--- src/rtl/riscv_pkg.sv ---
// Shared RISC-V pipeline encodings: writeback-select codes and load funct3 values.
package riscv_pkg;

  typedef enum logic [1:0] {
    WB_SEL_ALU = 2'b00,
    WB_SEL_MEM = 2'b01,
    WB_SEL_PC4 = 2'b10,
    WB_SEL_RSV = 2'b11
  } wb_sel_e;

  localparam logic [2:0] F3_LB  = 3'b000;
  localparam logic [2:0] F3_LH  = 3'b001;
  localparam logic [2:0] F3_LW  = 3'b010;
  localparam logic [2:0] F3_LBU = 3'b100;
  localparam logic [2:0] F3_LHU = 3'b101;

endpackage

--- src/rtl/load_extend.sv ---
// Sub-word load extraction and sign/zero extension from an aligned memory word.
// Shared with store-to-load forwarding, so it reports raw flags without gating on "is a load".
module load_extend
  import riscv_pkg::*;
#(
  parameter int XLEN = 32
) (
  input  logic [XLEN-1:0] word,
  input  logic [1:0]      off,
  input  logic [2:0]      funct3,
  output logic [XLEN-1:0] value,
  output logic            misaligned,
  output logic            illegal
);

  logic [7:0]  byte_sel;
  logic [15:0] half_sel;

  always_comb begin
    unique case (off)
      2'd0:    byte_sel = word[7:0];
      2'd1:    byte_sel = word[15:8];
      2'd2:    byte_sel = word[23:16];
      default: byte_sel = word[31:24];
    endcase
    half_sel = off[1] ? word[31:16] : word[15:0];
  end

  // NOTE: every output gets a default before the case so no path can leave it unassigned (no latch).
  always_comb begin
    value      = '0;
    misaligned = 1'b0;
    illegal    = 1'b0;
    case (funct3)
      F3_LB:  value = {{(XLEN-8){byte_sel[7]}}, byte_sel};
      F3_LBU: value = {{(XLEN-8){1'b0}}, byte_sel};
      F3_LH: begin
        value      = {{(XLEN-16){half_sel[15]}}, half_sel};
        misaligned = off[0];
      end
      F3_LHU: begin
        value      = {{(XLEN-16){1'b0}}, half_sel};
        misaligned = off[0];
      end
      F3_LW: begin
        value      = word;
        misaligned = (off != 2'd0);
      end
      default: illegal = 1'b1;
    endcase
  end

endmodule

--- src/rtl/wb_stage.sv ---
// Writeback stage: MEM/WB pipeline register, load extraction, register-file write select
// and the instret retire counter.
module wb_stage
  import riscv_pkg::*;
#(
  parameter int XLEN  = 32,
  parameter int CNT_W = 64
) (
  input  logic             clk,
  input  logic             rst_n,
  input  logic             stall,
  input  logic             flush,
  input  logic             mem_valid,
  input  logic [XLEN-1:0]  alu_result,
  input  logic [XLEN-1:0]  mem_data,
  input  logic [XLEN-1:0]  pc_plus4,
  input  logic [4:0]       rd_mem,
  input  logic             reg_write_mem,
  input  logic             mem_read_mem,
  input  logic [2:0]       funct3_mem,
  input  logic [1:0]       wb_sel_mem,
  output logic             wb_valid,
  output logic [4:0]       wb_rd,
  output logic             wb_we,
  output logic [XLEN-1:0]  wb_data,
  output logic             load_misaligned,
  output logic [CNT_W-1:0] instret
);

  typedef struct packed {
    logic            valid;
    logic [4:0]      rd;
    logic            reg_write;
    logic            mem_read;
    logic [2:0]      funct3;
    wb_sel_e         wb_sel;
    logic [XLEN-1:0] alu_result;
    logic [XLEN-1:0] mem_data;
    logic [XLEN-1:0] pc_plus4;
  } mem_wb_t;

  mem_wb_t         r;
  logic [XLEN-1:0] load_value;
  logic            le_misaligned;
  logic            le_illegal;
  logic            illegal_load;
  logic            retire;

  // NOTE: synchronous reset lives inside the clocked block; all state uses non-blocking assignment.
  always_ff @(posedge clk) begin
    if (!rst_n) begin
      r <= '0;
    end else if (flush) begin
      r <= '0;
    end else if (!stall) begin
      r <= '{valid:      mem_valid,
             rd:         rd_mem,
             reg_write:  reg_write_mem,
             mem_read:   mem_read_mem,
             funct3:     funct3_mem,
             wb_sel:     wb_sel_e'(wb_sel_mem),
             alu_result: alu_result,
             mem_data:   mem_data,
             pc_plus4:   pc_plus4};
    end
  end

  load_extend #(.XLEN(XLEN)) u_load_extend (
    .word       (r.mem_data),
    .off        (r.alu_result[1:0]),
    .funct3     (r.funct3),
    .value      (load_value),
    .misaligned (le_misaligned),
    .illegal    (le_illegal)
  );

  assign illegal_load    = r.mem_read & le_illegal;
  assign load_misaligned = r.valid & r.mem_read & le_misaligned;
  assign wb_valid        = r.valid;
  assign wb_rd           = r.rd;
  assign wb_we           = r.valid & r.reg_write & (r.rd != 5'd0) & ~load_misaligned
                         & ~illegal_load & (r.wb_sel != WB_SEL_RSV);

  always_comb begin
    wb_data = '0;
    case (r.wb_sel)
      WB_SEL_ALU: wb_data = r.alu_result;
      WB_SEL_MEM: wb_data = load_value;
      WB_SEL_PC4: wb_data = r.pc_plus4;
      default:    wb_data = '0;
    endcase
  end

  // A stalled instruction retires once, on the edge that releases it or flushes behind it.
  assign retire = r.valid & (~stall | flush) & ~load_misaligned;

  always_ff @(posedge clk) begin
    if (!rst_n) begin
      instret <= '0;
    end else if (retire) begin
      instret <= instret + CNT_W'(1);
    end
  end

endmodule
--- config.mk ---
export PLATFORM = sky130hd
export DESIGN_NAME = wb_stage
export DESIGN_NICKNAME = d
export VERILOG_FILES = /design/src/rtl/riscv_pkg.sv /design/src/rtl/load_extend.sv /design/src/rtl/wb_stage.sv
export SDC_FILE = /design/constraint.sdc
export NUM_CORES = 1
export LEC_CHECK = 0
export ABC_AREA = 1
export BUFFER_PORTS_ARGS = -buffer_cell sky130_fd_sc_hd__buf_4
export CAP_MARGIN = 20
export CORE_UTILIZATION = 55
export DETAILED_ROUTE_END_ITERATION = 8
export PLACE_DENSITY = 0.81
export SYNTH_ARGS = -nofsm -noshare
export SYNTH_HDL_FRONTEND = slang
export SYNTH_SLANG_ARGS = --single-unit
--- constraint.sdc ---
create_clock -name clk -period 2.34 [get_ports clk]
set_input_delay 0.468 -clock clk [delete_from_list [all_inputs] [get_ports clk]]
set_output_delay 0.468 -clock clk [all_outputs]
set_load 0.01 [all_outputs]
==> results.py <==
metrics = {
    "status": {
        "status": "complete, but fails checks",
        "violations": "negative setup slack",
    },
    "route": {
        "wl_per_cell_um": 17.0,
        "vias_per_cell": 5.58,
        "num_vias": 10800,
        "drc": 0,
        "ant_nets": 0,
        "routed_wl_mm": 32.8,
        "drt_iter0_markers": 1052,
        "firstDrtPassIters": 8,
    },
    "power": {
        "power_density_nw_per_um2": 532,
        "p_leak_uw": 0.00515,
        "totalPowerFinal_uw": 6600,
        "max-vdd-ir-drop_uv": 517,
    },
    "grt": {
        "grt_max_degree": 84,
        "grt_pass1_vias": 9532,
        "grt_pass1_wl_mm": 49.9,
        "overflow": 0,
        "grt_usage": 0.366,
        "antenna_found_initial": 0,
    },
    "synth": {
        "synthFlopType": "dfxtp_1",
        "synth_simple_gate_area_share": 0.393,
        "yosysWarnings": 0,
        "ys_types": 48,
        "synth_mux_area_frac": 0,
        "seq_area_frac_synth": 0.372,
        "syn_area_per_cell_um2": 6.26,
        "synth_area_um2": 9300,
        "synthXorXnorAreaFrac": 0.00848,
        "postSynthCellCount": 1486,
        "synth_compound_area_frac": 0.149,
        "synth_nets": 1600,
        "ys_async_sr_fraction": 0,
        "ys_seq_elements": 173,
        "synthAdderAreaFrac": 0.00135,
        "synth_top_family_by_area": "simple AND/OR/NAND/NOR gates",
        "synth-edff-count": 0,
    },
    "critical_path": {
        "crit_path_start_kind": "flop",
        "worstReg2RegStart": "instret[26]$_SDFFE_PN0P_",
        "crit_arrival_ns": 1.97,
        "r2r_slack_ns": 0.26,
        "cp-end-kind": "output port",
        "crit_type": "reg -> out",
        "cp.required_ns": 1.87,
        "rr_endpoint": "instret[38]$_SDFFE_PN0P_",
        "crit_fanout": 7,
        "rr_worst_depth": 9,
    },
    "timing": {
        "whs_ns": 0.284,
        "worst_slew_pin_slew_ns": 0.888,
        "rsz0062_at_grt": "true",
        "final_hold_viol_count": 0,
        "finalMaxSlewViolations": 0,
        "fin_ws_ns": -0.0940,
        "finalClockSkew_ns": 0.00794,
        "finalCriticalPeriod_ns": 2.43,
        "setup_viol": 25,
        "min_period_over_period": 1.04,
        "fmax_mhz": 411,
        "slew_headroom": 0.408,
    },
    "final_layout": {
        "finalNetCount": 1813,
        "diodes": 0,
        "layout-area-overhead-vs-synth_pct": 33.4,
        "final_common_cell": "nand2_1",
        "drive_gt1_frac": 0.249,
        "most-common-layout-cells": "nand2_1, buf_4, nor2_1",
        "instances_no_fill": 1932,
        "design_area_um2": 12400,
    },
    "min_path": {
        "holdPathEnd": "wb_rd[1]$_SDFFE_PP0N_",
        "hold_path.class": "in -> reg",
        "holdPathStages": 3,
        "hp-start": "rd_mem[1]",
    },
    "clocking": {
        "clkLatencyLatePin_ns": 0.43,
        "clk_pin_slew_worst_paths_ns": 0.07,
        "cts-root-buf": "clkbuf_16",
        "cts_inserted_buffers": 17,
        "htree_levels": 4,
        "max-clock-path-buffers": 2,
        "clock-sinks": 173,
        "cts_tree": "built",
    },
    "floorplanning": {
        "dieArea_um2": 17400,
        "die_x_um": 132,
        "rows": 47,
        "start_util": 0.563,
        "die_y_um": 132,
        "ios": 217,
        "fp.coreArea_um2": 16500,
    },
    "placed_design": {
        "hpwl_mm": 23.9,
        "io_buffers": 216,
        "placed_area_um2": 11300,
        "dp_cells": 1891,
        "gp_congestion": 0.967,
    },
    "job": {
        "maxCapViolCount": 0,
    },
}
[Yosys cell counts, drive strengths merged, types with 5 or more instances]
cell / count / area (um2)
nand2: 574 / 2190
a21oi: 132 / 661
o21ai: 67 / 335
nor2: 205 / 857
xnor2: 5 / 43.8
clkbuf: 47 / 176
nor3: 12 / 81.3
o22ai: 8 / 50.1
dfxtp: 173 / 3460
inv: 104 / 390
buf: 23 / 131
nand3: 61 / 350
a211oi: 23 / 173
nand4: 18 / 113
[final cells by class]
cell class	instances	area, um2
timing repair buffer	264	2180
multi-input combinational	1138	5510
sequential	173	3470
clock buffer	20	457
inverter	105	400
clock inverter	12	111
tap	220	275
fill	1400	4120
[how the worst max path moves through the flow]
stage / from / end / slack (ns) / cells after the start
3_3_place_gp: r[65]$_SDFFE_PP0N_ / wb_data[15] / 0.11 / 9
5_1_grt: r[65]$_SDFFE_PP0N_ / wb_data[27] / -0.15 / 12
3_5_place_dp: r[65]$_SDFFE_PP0N_ / wb_data[15] / 0.08 / 9
4_1_cts: r[65]$_SDFFE_PP0N_ / wb_data[8] / -0.09 / 10
6_report: r[65]$_SDFFE_PP0N_ / wb_data[26] / -0.09 / 11
2_1_floorplan: r[64]$_SDFFE_PP0N_ / wb_we / 0.42 / 6
[critical path, cell delays in order, from the launching register on]
cell	delay, ns
dfxtp_4	0.38
buf_6	0.13
nand2_4	0.06
o21ai_4	0.06
or2_4	0.24
nand2_2	0.09
nand2_4	0.09
buf_12	0.16
o21ai_2	0.06
nand2_1	0.08
nand3_2	0.08
buf_6	0.10
[through the flow]
step                       util  TNS, ns  setup slack [ns]
after global placement    0.682        0             0.110
after global routing      0.751    -3.21            -0.155
final                     0.751    -1.54           -0.0940
after detailed placement  0.682        0            0.0788
after floorplan               -        0             0.418
after CTS                 0.733    -1.51           -0.0916
[sequential cells by signal, indices dropped and copies added, names as in the netlist]
register and count:
r 103, wb_valid 1, wb_rd 5, instret 64
[repair_timing]
| action | CTS | global route |
|---|---|---|
| cloned | 2 | 0 |
| pin swaps | 9 | 25 |
| hold buffers | 0 | 0 |
| endpoints found under the setup margin | 33 | 33 |
| buffers inserted | 5 | 3 |
| endpoints found under the hold margin | 0 | 0 |
| resized for setup | 82 | 77 |
[report_power, final]
part,switching (uW),internal (uW),leakage (uW)
clock,1270,1530,0.000273
sequential,47.5,3010,0.00141
combinational,409,335,0.00347
total,1720,4870,0.00515
[layer usage]
| metal | global-route usage | part of all wire |
|---|---|---|
| met5 | 0 | 0 |
| met4 | 0.114 | 0.026 |
| met3 | 0.0946 | 0.11 |
| met2 | 0.544 | 0.43 |
| met1 | 0.518 | 0.44 |
[cell families (layout without fill, tap and decap cells)]
kind of cell,Yosys count,in the layout
compound gates,250,250
xor+xnor,9,9
fa+ha+maj,1,1
buf+inv,175,401
flops,173,173
simple gates,878,878
No activity file was read; power rests on OpenSTA's default activity.
